==> config.mk <==
export PLATFORM = sky130hd
export DESIGN_NAME = axis_video_out
export DESIGN_NICKNAME = d
export VERILOG_FILES = /design/src/rtl/axis_video_out.sv
export SDC_FILE = /design/constraint.sdc
export NUM_CORES = 1
export LEC_CHECK = 0
export BUFFER_PORTS_ARGS = -buffer_cell sky130_fd_sc_hd__clkbuf_2
export CAP_MARGIN = 30
export CORE_UTILIZATION = 25
export DETAILED_ROUTE_END_ITERATION = 8
export GPL_ROUTABILITY_DRIVEN = 0
export SLEW_MARGIN = 20
export SYNTH_ARGS = -nofsm -noshare
export SYNTH_HDL_FRONTEND = slang
export SYNTH_SLANG_ARGS = --single-unit
export TNS_END_PERCENT = 5
==> constraint.sdc <==
create_clock -name aclk -period 5.3 [get_ports aclk]
set_clock_uncertainty 0.15 [all_clocks]
set_input_delay 0.265 -clock aclk [delete_from_list [all_inputs] [get_ports aclk]]
set_output_delay 0.265 -clock aclk [all_outputs]
set_load 0.03 [all_outputs]
==> src/rtl/axis_video_out.sv <==
// rtl/axis_video_out.sv - AXI4-Stream to video output stage: pixel FIFO, timing generator, SOF lock
module axis_video_out #(
    parameter int   DATA_BITS  = 8,
    parameter int   PPC        = 1,
    parameter int   ADDR_BITS  = 6,
    parameter int   H_DISP     = 40,
    parameter int   H_FRONT    = 5,
    parameter int   H_PULSE    = 10,
    parameter int   H_BACK     = 5,
    parameter int   V_DISP     = 30,
    parameter int   V_FRONT    = 2,
    parameter int   V_PULSE    = 4,
    parameter int   V_BACK     = 2,
    parameter logic H_POL      = 1'b0,
    parameter logic V_POL      = 1'b1,
    parameter int   FILL_VALUE = 0
) (
    input  logic                         aclk,
    input  logic                         aresetn,
    input  logic                         enable,
    input  logic [DATA_BITS*PPC-1:0]     s_axis_tdata,
    input  logic                         s_axis_tvalid,
    output logic                         s_axis_tready,
    input  logic                         s_axis_tlast,
    input  logic                         s_axis_tuser,
    output logic                         vid_hsync,
    output logic                         vid_vsync,
    output logic                         vid_active_video,
    output logic [DATA_BITS*PPC-1:0]     vid_data,
    output logic                         locked,
    output logic                         underflow,
    output logic                         sync_err,
    output logic [15:0]                  underflow_count,
    output logic [ADDR_BITS:0]           fifo_level
);
    localparam int W       = DATA_BITS * PPC;
    localparam int H_TOTAL = H_DISP + H_FRONT + H_PULSE + H_BACK;
    localparam int V_TOTAL = V_DISP + V_FRONT + V_PULSE + V_BACK;
    localparam int HW      = $clog2(H_TOTAL);
    localparam int VW      = $clog2(V_TOTAL);
    localparam int DEPTH   = 1 << ADDR_BITS;

    localparam logic [HW-1:0] H_LAST   = HW'(H_TOTAL - 1);
    localparam logic [HW-1:0] H_ACT    = HW'(H_DISP);
    localparam logic [HW-1:0] H_EOL    = HW'(H_DISP - 1);
    localparam logic [HW-1:0] HS_FIRST = HW'(H_DISP + H_FRONT);
    localparam logic [HW-1:0] HS_LAST  = HW'(H_DISP + H_FRONT + H_PULSE - 1);
    localparam logic [VW-1:0] V_LAST   = VW'(V_TOTAL - 1);
    localparam logic [VW-1:0] V_ACT    = VW'(V_DISP);
    localparam logic [VW-1:0] VS_FIRST = VW'(V_DISP + V_FRONT);
    localparam logic [VW-1:0] VS_LAST  = VW'(V_DISP + V_FRONT + V_PULSE - 1);

    localparam logic [DATA_BITS-1:0] FILL_PIX  = DATA_BITS'(FILL_VALUE);
    localparam logic [W-1:0]         FILL_WORD = {PPC{FILL_PIX}};

    typedef enum logic [1:0] {SEEK, ARMED, LOCKED} state_t;

    state_t               state_q, state_d;
    logic [HW-1:0]        h_cnt_q;
    logic [VW-1:0]        v_cnt_q;
    logic [ADDR_BITS:0]   wr_ptr_q, wr_ptr_d, rd_ptr_q, rd_ptr_d;
    logic [W+1:0]         mem [DEPTH];
    logic [W+1:0]         head;
    logic                 hsync_q, vsync_q, active_q;
    logic [W-1:0]         vid_data_q, vid_data_d;
    logic                 underflow_q, underflow_d, sync_err_q, sync_err_d;
    logic [15:0]          count_q;
    logic                 act, hs_on, vs_on, frame_start, line_end;
    logic                 empty, full, wr_en, pop, flush, tready;
    logic [ADDR_BITS:0]   level;

    assign act         = (h_cnt_q < H_ACT) && (v_cnt_q < V_ACT);
    assign hs_on       = (h_cnt_q >= HS_FIRST) && (h_cnt_q <= HS_LAST);
    assign vs_on       = (v_cnt_q >= VS_FIRST) && (v_cnt_q <= VS_LAST);
    assign frame_start = (h_cnt_q == '0) && (v_cnt_q == '0);
    assign line_end    = (h_cnt_q == H_EOL);

    assign level = wr_ptr_q - rd_ptr_q;
    assign empty = (level == '0);
    assign full  = level[ADDR_BITS];
    assign head  = mem[rd_ptr_q[ADDR_BITS-1:0]];

    always_comb begin
        state_d     = state_q;
        tready      = 1'b0;
        wr_en       = 1'b0;
        pop         = 1'b0;
        flush       = 1'b0;
        underflow_d = 1'b0;
        sync_err_d  = 1'b0;
        vid_data_d  = act ? FILL_WORD : '0;
        case (state_q)
            SEEK: begin
                // Non-SOF beats are accepted and dropped; only the SOF beat is stored.
                tready = 1'b1;
                flush  = 1'b1;
                wr_en  = s_axis_tvalid && s_axis_tuser;
                if (wr_en) state_d = ARMED;
            end
            ARMED: begin
                tready = !full;
                wr_en  = s_axis_tvalid && !full;
                if (act && frame_start) begin
                    pop        = 1'b1;
                    vid_data_d = head[W-1:0];
                    state_d    = LOCKED;
                end
            end
            LOCKED: begin
                tready = !full;
                wr_en  = s_axis_tvalid && !full;
                if (act) begin
                    if (empty) begin
                        underflow_d = 1'b1;
                        flush       = 1'b1;
                        state_d     = SEEK;
                    end else begin
                        pop        = 1'b1;
                        vid_data_d = head[W-1:0];
                        if (head[W+1] != frame_start || head[W] != line_end) begin
                            sync_err_d = 1'b1;
                            flush      = 1'b1;
                            state_d    = SEEK;
                        end
                    end
                end
            end
            default: begin
                flush   = 1'b1;
                state_d = SEEK;
            end
        endcase
        if (!enable) begin
            state_d     = SEEK;
            flush       = 1'b1;
            tready      = 1'b0;
            wr_en       = 1'b0;
            pop         = 1'b0;
            underflow_d = 1'b0;
            sync_err_d  = 1'b0;
            vid_data_d  = act ? FILL_WORD : '0;
        end
    end

    // While seeking the FIFO is empty, so the SOF beat always lands in slot 0.
    always_comb begin
        rd_ptr_d = rd_ptr_q + {{ADDR_BITS{1'b0}}, pop};
        wr_ptr_d = wr_ptr_q + {{ADDR_BITS{1'b0}}, wr_en};
        if (flush) begin
            rd_ptr_d = '0;
            wr_ptr_d = (state_q == SEEK && wr_en) ? (ADDR_BITS+1)'(1) : '0;
        end
    end

    always_ff @(posedge aclk) begin
        if (wr_en) mem[wr_ptr_q[ADDR_BITS-1:0]] <= {s_axis_tuser, s_axis_tlast, s_axis_tdata};
    end

    always_ff @(posedge aclk or negedge aresetn) begin
        if (!aresetn) begin
            state_q     <= SEEK;
            h_cnt_q     <= '0;
            v_cnt_q     <= '0;
            wr_ptr_q    <= '0;
            rd_ptr_q    <= '0;
            hsync_q     <= ~H_POL;
            vsync_q     <= ~V_POL;
            active_q    <= 1'b0;
            vid_data_q  <= '0;
            underflow_q <= 1'b0;
            sync_err_q  <= 1'b0;
            count_q     <= '0;
        end else begin
            state_q  <= state_d;
            wr_ptr_q <= wr_ptr_d;
            rd_ptr_q <= rd_ptr_d;
            if (h_cnt_q == H_LAST) begin
                h_cnt_q <= '0;
                v_cnt_q <= (v_cnt_q == V_LAST) ? '0 : v_cnt_q + VW'(1);
            end else begin
                h_cnt_q <= h_cnt_q + HW'(1);
            end
            hsync_q     <= hs_on ? H_POL : ~H_POL;
            vsync_q     <= vs_on ? V_POL : ~V_POL;
            active_q    <= act;
            vid_data_q  <= vid_data_d;
            underflow_q <= underflow_d;
            sync_err_q  <= sync_err_d;
            if (underflow_d && count_q != 16'hFFFF) count_q <= count_q + 16'd1;
        end
    end

    assign s_axis_tready    = tready;
    assign vid_hsync        = hsync_q;
    assign vid_vsync        = vsync_q;
    assign vid_active_video = active_q;
    assign vid_data         = vid_data_q;
    assign locked           = (state_q == LOCKED);
    assign underflow        = underflow_q;
    assign sync_err         = sync_err_q;
    assign underflow_count  = count_q;
    assign fifo_level       = level;
endmodule

==> impl_results.md, run 1 <==
* Outcome: complete, no violations
* Area share of the largest cell type after synthesis at 0.685
* Post-DRT Antenna Nets at 0
* Leading area contributor after synthesis: edfxtp_1
* DR WL/cell at 21.2 µm
* Area grow syn2layout at 17.0%
* Sink Count at 697
* H-tree Lvls at 3
* Pwr dens at 346 nW/µm²
* Final setup fails at 0
* Pre-CTS setup slack at 730 ps
* Overflow after GRT at 0
* Detailed Place HPWL at 42100 µm
* Clock Latency Late Sink at 610 ps
* Root Driver: clkbuf_16
* Setup TNS at 0 ps
* Vias at 14.2k
* CTS Hold Bufs at 2
* CP required at 5380 ps
* Unrepaired setup endpoints after global routing: false
* Starting Density at 0.253
* Top cells by area, synth: edfxtp_1 (68%), mux4_2 (13%), dfrtp_1 (5.0%), mux2i_1 (2.2%), nor2_1 (1.2%)
* Ratio of cells with drive above 1 in the final layout at 0.257
* Post-layout min period at 4640 ps
* Final hold violations at 0
* Die H at 337 µm
* Mapped Nets at 1480
* Normalized max-slew margin at 0.366
* Max-cap check violation count at 0
* Cell variety after synth at 64
* CP Capture Type: flop
* Row count at 122
* Dpl cells at 3002
* Slew @ Worst Pin at 943 ps
* Crit path launch type: flop
* First-pass GRT wire length at 97200 µm
* Final Max Slew Viols at 0
* Flop2flop setup slack at 660 ps
* DP Area at 30500 µm²
* Core Util, Final at 0.296
* CTS tree: built
* Leak Pwr at 10.3 nW
* Number of synthesized flops with an enable pin at 640
* Max Fanout on Critical Path at 10
* Net count, final at 1630
* Worst-path clk slew at 60 ps
* Worst min path class: in2reg
* Gr usage total at 0.116
* Hold Worst Slack at 141 ps
* Postcts setup bufs at 0
* DR vias/cell at 4.53
* Most used DFF post-synth: edfxtp_1
* Cts bufs inserted at 72
* Sequential-to-total area share from yosys stat at 0.736
* Largest net degree at the start of global routing at 131
* Initial drt markers at 1391
* Maximum VDD drop at 184 µV
* Yosys reg bits at 697
* Vias in the first global route at 14.2k
* Mean area per synthesized cell at 19.5 µm²
* Crit Path Category: reg2reg
* Fin cells at 3131
* Mapped cell area at 28100 µm²
* Fillcell total at 10.8k
* Die ar. at 114000 µm²
* Crit path arrival time at 4720 ps
* Antenna violations before repair at 3
* Post-Layout Inst Area at 32800 µm²
* DRC errors left at 0
* Yosys Warn Count at 0
* Top post-synthesis cells by count: edfxtp_1 (640), mux4_2 (163), nor2_1 (89), mux2i_1 (61), dfrtp_1 (56)
* Chip width at 337 µm
* Total power at 11.3 mW
* Clk buf depth at 3
* Cts repair resizes at 0
* Top-count cell post-synth: edfxtp_1
* Period utilization at 0.875
* Top Ports at 52
* Gate Count Post-Synth at 1442
* Total Wirelength at 66200 µm
* Asr flop ratio synth at 0.0818
* Fmax at 216 MHz
* Worst setup margin at 662 ps
* First-pass detailed-route iteration total at 5
* Diode count at 0
* I/O Buffers at 51
* Core footprint at 111000 µm²
## critical path, stage by stage, from the launching register on
cell	delay, ps
dfrtp_1	440
inv_1	120
ha_1	170
inv_1	60
fa_1	400
a21o_1	200
a21oi_1	290
nor3_1	130
nor4b_1	570
o211a_1	390
and2_0	270
nand3_1	310
nor2_1	760
## logic make-up (layout without fill, tap and decap cells)
logic type | count (synthesis) | count (layout) | share of synthesized area
buffers and inverters | 92 | 293 | 0.0164
AOI/OAI and AO/OA | 104 | 104 | 0.0257
xor gates and xnor gates | 30 | 30 | 0.00936
muxes | 235 | 235 | 0.157
adders and majority gates | 24 | 24 | 0.0110
DFF | 697 | 697 | 0.736
and+or+nand+nor | 260 | 260 | 0.0449
## power breakdown
part | internal, mW | leakage (nW) | switching (mW)
sequential | 6.03 | 6.52 | 0.0317
clock | 2.87 | 1.09 | 2.03
combinational | 0.108 | 2.69 | 0.276
total | 9.01 | 10.3 | 2.33
## final cells by class
| class | instances | area [µm²] | share of cell area |
|---|---|---|---|
| sequential | 697 | 20700 | 0.629 |
| multi-input combinational | 653 | 6960 | 0.212 |
| clock inverter | 37 | 334 | 0.0102 |
| timing repair buffer | 143 | 992 | 0.0302 |
| inverter | 25 | 93.8 | 0.00286 |
| tap | 1488 | 1860 | 0.0567 |
| clock buffer | 88 | 1930 | 0.0587 |
## layout by cell type (no fill, tap or decap), types with 4 or more instances in the layout
| cell | count |
|---|---|
| a21oi_1 | 14 |
| inv_6 | 4 |
| nand4_1 | 11 |
| a22oi_1 | 21 |
| o221ai_1 | 8 |
| a211oi_1 | 6 |
| nor4_1 | 4 |
| clkbuf_2 | 49 |
| clkbuf_16 | 75 |
| clkbuf_1 | 13 |
| buf_4 | 86 |
| inv_1 | 24 |
| and3_1 | 10 |
| nand3b_1 | 5 |
| dfrtp_1 | 53 |
| xnor2_1 | 22 |
| mux4_2 | 163 |
| and2_1 | 7 |
| bufinv_16 | 6 |
| mux2i_1 | 61 |
| nand3_1 | 23 |
| mux2_2 | 11 |
| clkinv_1 | 19 |
| o22ai_1 | 9 |
| nor3_1 | 22 |
| or2_2 | 4 |
| o21ai_0 | 17 |
| ha_1 | 23 |
| edfxtp_1 | 640 |
| nor2b_1 | 16 |
| clkinv_2 | 5 |
| nand2_1 | 52 |
| xor2_1 | 8 |
| nor2_1 | 89 |
## final timing paths
kind | cells past startpoint | start | to
max in group asynchronous | 3 | aresetn | rd_ptr_q[0]
setup reg to reg | 12 | wr_ptr_q[0] | mem[14][1]
hold reg to reg | 1 | underflow_count[14] | underflow_count[14]
hold / removal | 4 | s_axis_tvalid | wr_ptr_q[0]
setup / recovery | 12 | wr_ptr_q[0] | mem[14][1]
min in group asynchronous | 3 | aresetn | vid_vsync
## routing by layer
| metal | routed length, µm | track usage | vias to the layer above |
|---|---|---|---|
| met2 | 30300 | 0.176 | 515 |
| met5 | 32 | 0 | - |
| li1 | - | - | 6153 |
| met1 | 29100 | 0.160 | 7410 |
| met4 | 1600 | 0.0320 | 6 |
| met3 | 5230 | 0.0355 | 113 |
## sequential cells by signal (all words and copies together) (netlist names)
register          count
mem                 640
underflow_count      16
vid_data              8
rd_ptr_q              7
wr_ptr_q              7
h_cnt_q               6
v_cnt_q               6
state_q               2
sync_err              1
underflow             1
vid_active_video      1
vid_hsync             1
vid_vsync             1
Note: power is estimated with default switching activity, not from simulation.
==> inputs of run 2 (changes only) <==
--- a/config.mk
+++ b/config.mk
@@ -10,6 +10,7 @@
 export CORE_UTILIZATION = 25
 export DETAILED_ROUTE_END_ITERATION = 8
 export GPL_ROUTABILITY_DRIVEN = 0
+export PLACE_DENSITY = 0.44
 export SLEW_MARGIN = 20
 export SYNTH_ARGS = -nofsm -noshare
 export SYNTH_HDL_FRONTEND = slang
==> impl_results.md, run 2 (same netlist as run 1, synthesis figures left out) <==
* Cts bufs inserted at 77
* Largest register FFs at 640
* CP required at 5620 ps
* Root Driver: clkbuf_16
* Pwr dens at 356 nW/µm²
* Unrepaired setup endpoints after global routing: false
* Antenna violations before repair at 0
* Vias at 14.1k
* Total Wirelength at 72200 µm
* Largest net degree at the start of global routing at 131
* Post-Layout Inst Area at 33200 µm²
* Worst-path clk slew at 60 ps
* Die H at 337 µm
* Total power at 11.8 mW
* Leading cell type in the layout, fill and taps excluded: edfxtp_1
* Row count at 122
* Net count, final at 1650
* Overflow after GRT at 0
* Initial drt markers at 1088
* Starting Density at 0.253
* First-pass detailed-route iteration total at 5
* DR WL/cell at 22.8 µm
* Crit path arrival time at 4780 ps
* Postcts setup bufs at 0
* Clock Latency Late Sink at 620 ps
* Area grow syn2layout at 18.4%
* CTS tree: built
* Max-cap check violation count at 0
* Cts repair resizes at 0
* Top Ports at 52
* I/O Buffers at 51
* Max Fanout on Critical Path at 9
* DP Area at 30600 µm²
* Fmax at 224 MHz
* Period utilization at 0.842
* Dpl cells at 3016
* First-pass GRT wire length at 106000 µm
* Pre-CTS setup slack at 797 ps
* Final Max Slew Viols at 0
* Post-DRT Antenna Nets at 0
* Detailed Place HPWL at 45000 µm
* Sink Count at 697
* Core footprint at 111000 µm²
* H-tree Lvls at 3
* Leak Pwr at 10.5 nW
* Final hold violations at 0
* Fin cells at 3161
* Final setup fails at 0
* DRC errors left at 0
* Gr usage total at 0.128
* Crit Path Category: reg2reg
* Post-layout min period at 4460 ps
* Normalized max-slew margin at 0.325
* Worst min path class: in2reg
* Ratio of cells with drive above 1 in the final layout at 0.271
* Crit path launch type: flop
* DR vias/cell at 4.47
* Maximum VDD drop at 188 µV
* Setup TNS at 0 ps
* Most frequent cells in the layout: edfxtp_1 (640), mux4_2 (163), buf_4 (98)
* Die ar. at 114000 µm²
* CP Capture Type: flop
* Chip width at 337 µm
* Slew @ Worst Pin at 1010 ps
* Worst setup margin at 838 ps
* Outcome: complete, no violations
* Clk buf depth at 3
* Diode count at 0
* Vias in the first global route at 14.7k
run 2: cell count changes in the layout (fill, tap and decap cells not counted), moves of 4 or more:
cell | previous run | this run
clkbuf_16 | 75 | 79
buf_4 | 86 | 98
clkinv_2 | 5 | 14
clkbuf_1 | 13 | 9
bufinv_16 | 6 | 10
run 2: metrics by stage:
step	util	hold WS [ps]
after floorplan	-	-181
after global placement	0.276	337
after detailed placement	0.276	338
after CTS	0.299	144
after global routing	0.299	190
final	0.299	138
run 2: worst max-delay path: stages, from the launching register on:
cell	delay, ps
dfrtp_1	440
inv_1	100
ha_1	170
inv_1	60
fa_1	400
a21o_1	190
a21oi_1	280
nor3_1	110
nor3_1	560
and4_1	490
o21ai_0	150
nand3_1	90
buf_4	190
inv_1	60
ha_1	220
ha_1	280
nand3_1	110
nor2_1	60
xnor2_1	130
nor3_1	50
run 2: path summary, 6_finish.rpt:
path	from	slack, ps	endpoint	cells after the start
hold reg to reg	underflow_count[14]	340	underflow_count[14]	1
min in group asynchronous	aresetn	210	vid_vsync	3
setup reg to reg	wr_ptr_q[0]	840	rd_ptr_q[6]	19
max in group asynchronous	aresetn	4190	rd_ptr_q[0]	3
setup / recovery	wr_ptr_q[0]	840	rd_ptr_q[6]	19
hold / removal	s_axis_tdata[6]	140	mem[33][6]	2
run 2: repair_timing:
item / CTS / global route
hold endpoints to repair: 60 / 0
endpoints found under the setup margin: 0 / 0
hold buffers: 3 / 0
run 2: layer usage:
| metal | vias to the layer above | wire [µm] | track usage |
|---|---|---|---|
| met5 | - | 0 | 0 |
| met3 | 91 | 2780 | 0.0189 |
| li1 | 6202 | - | - |
| met1 | 7554 | 34300 | 0.185 |
| met4 | 0 | 1400 | 0.0330 |
| met2 | 293 | 33800 | 0.201 |
run 2: cell type report:
class	instances	area (µm²)
clock inverter	52	523
tap	1488	1860
timing repair buffer	158	1120
fill	10834	77800
multi-input combinational	653	6960
clock buffer	88	2010
inverter	25	93.8
sequential	697	20700
run 2: where the power goes:
group | internal, mW | switching, mW | leakage [nW]
sequential | 6.03 | 0.0331 | 6.52
clock | 3.21 | 2.17 | 1.24
combinational | 0.114 | 0.275 | 2.77
total | 9.36 | 2.48 | 10.5
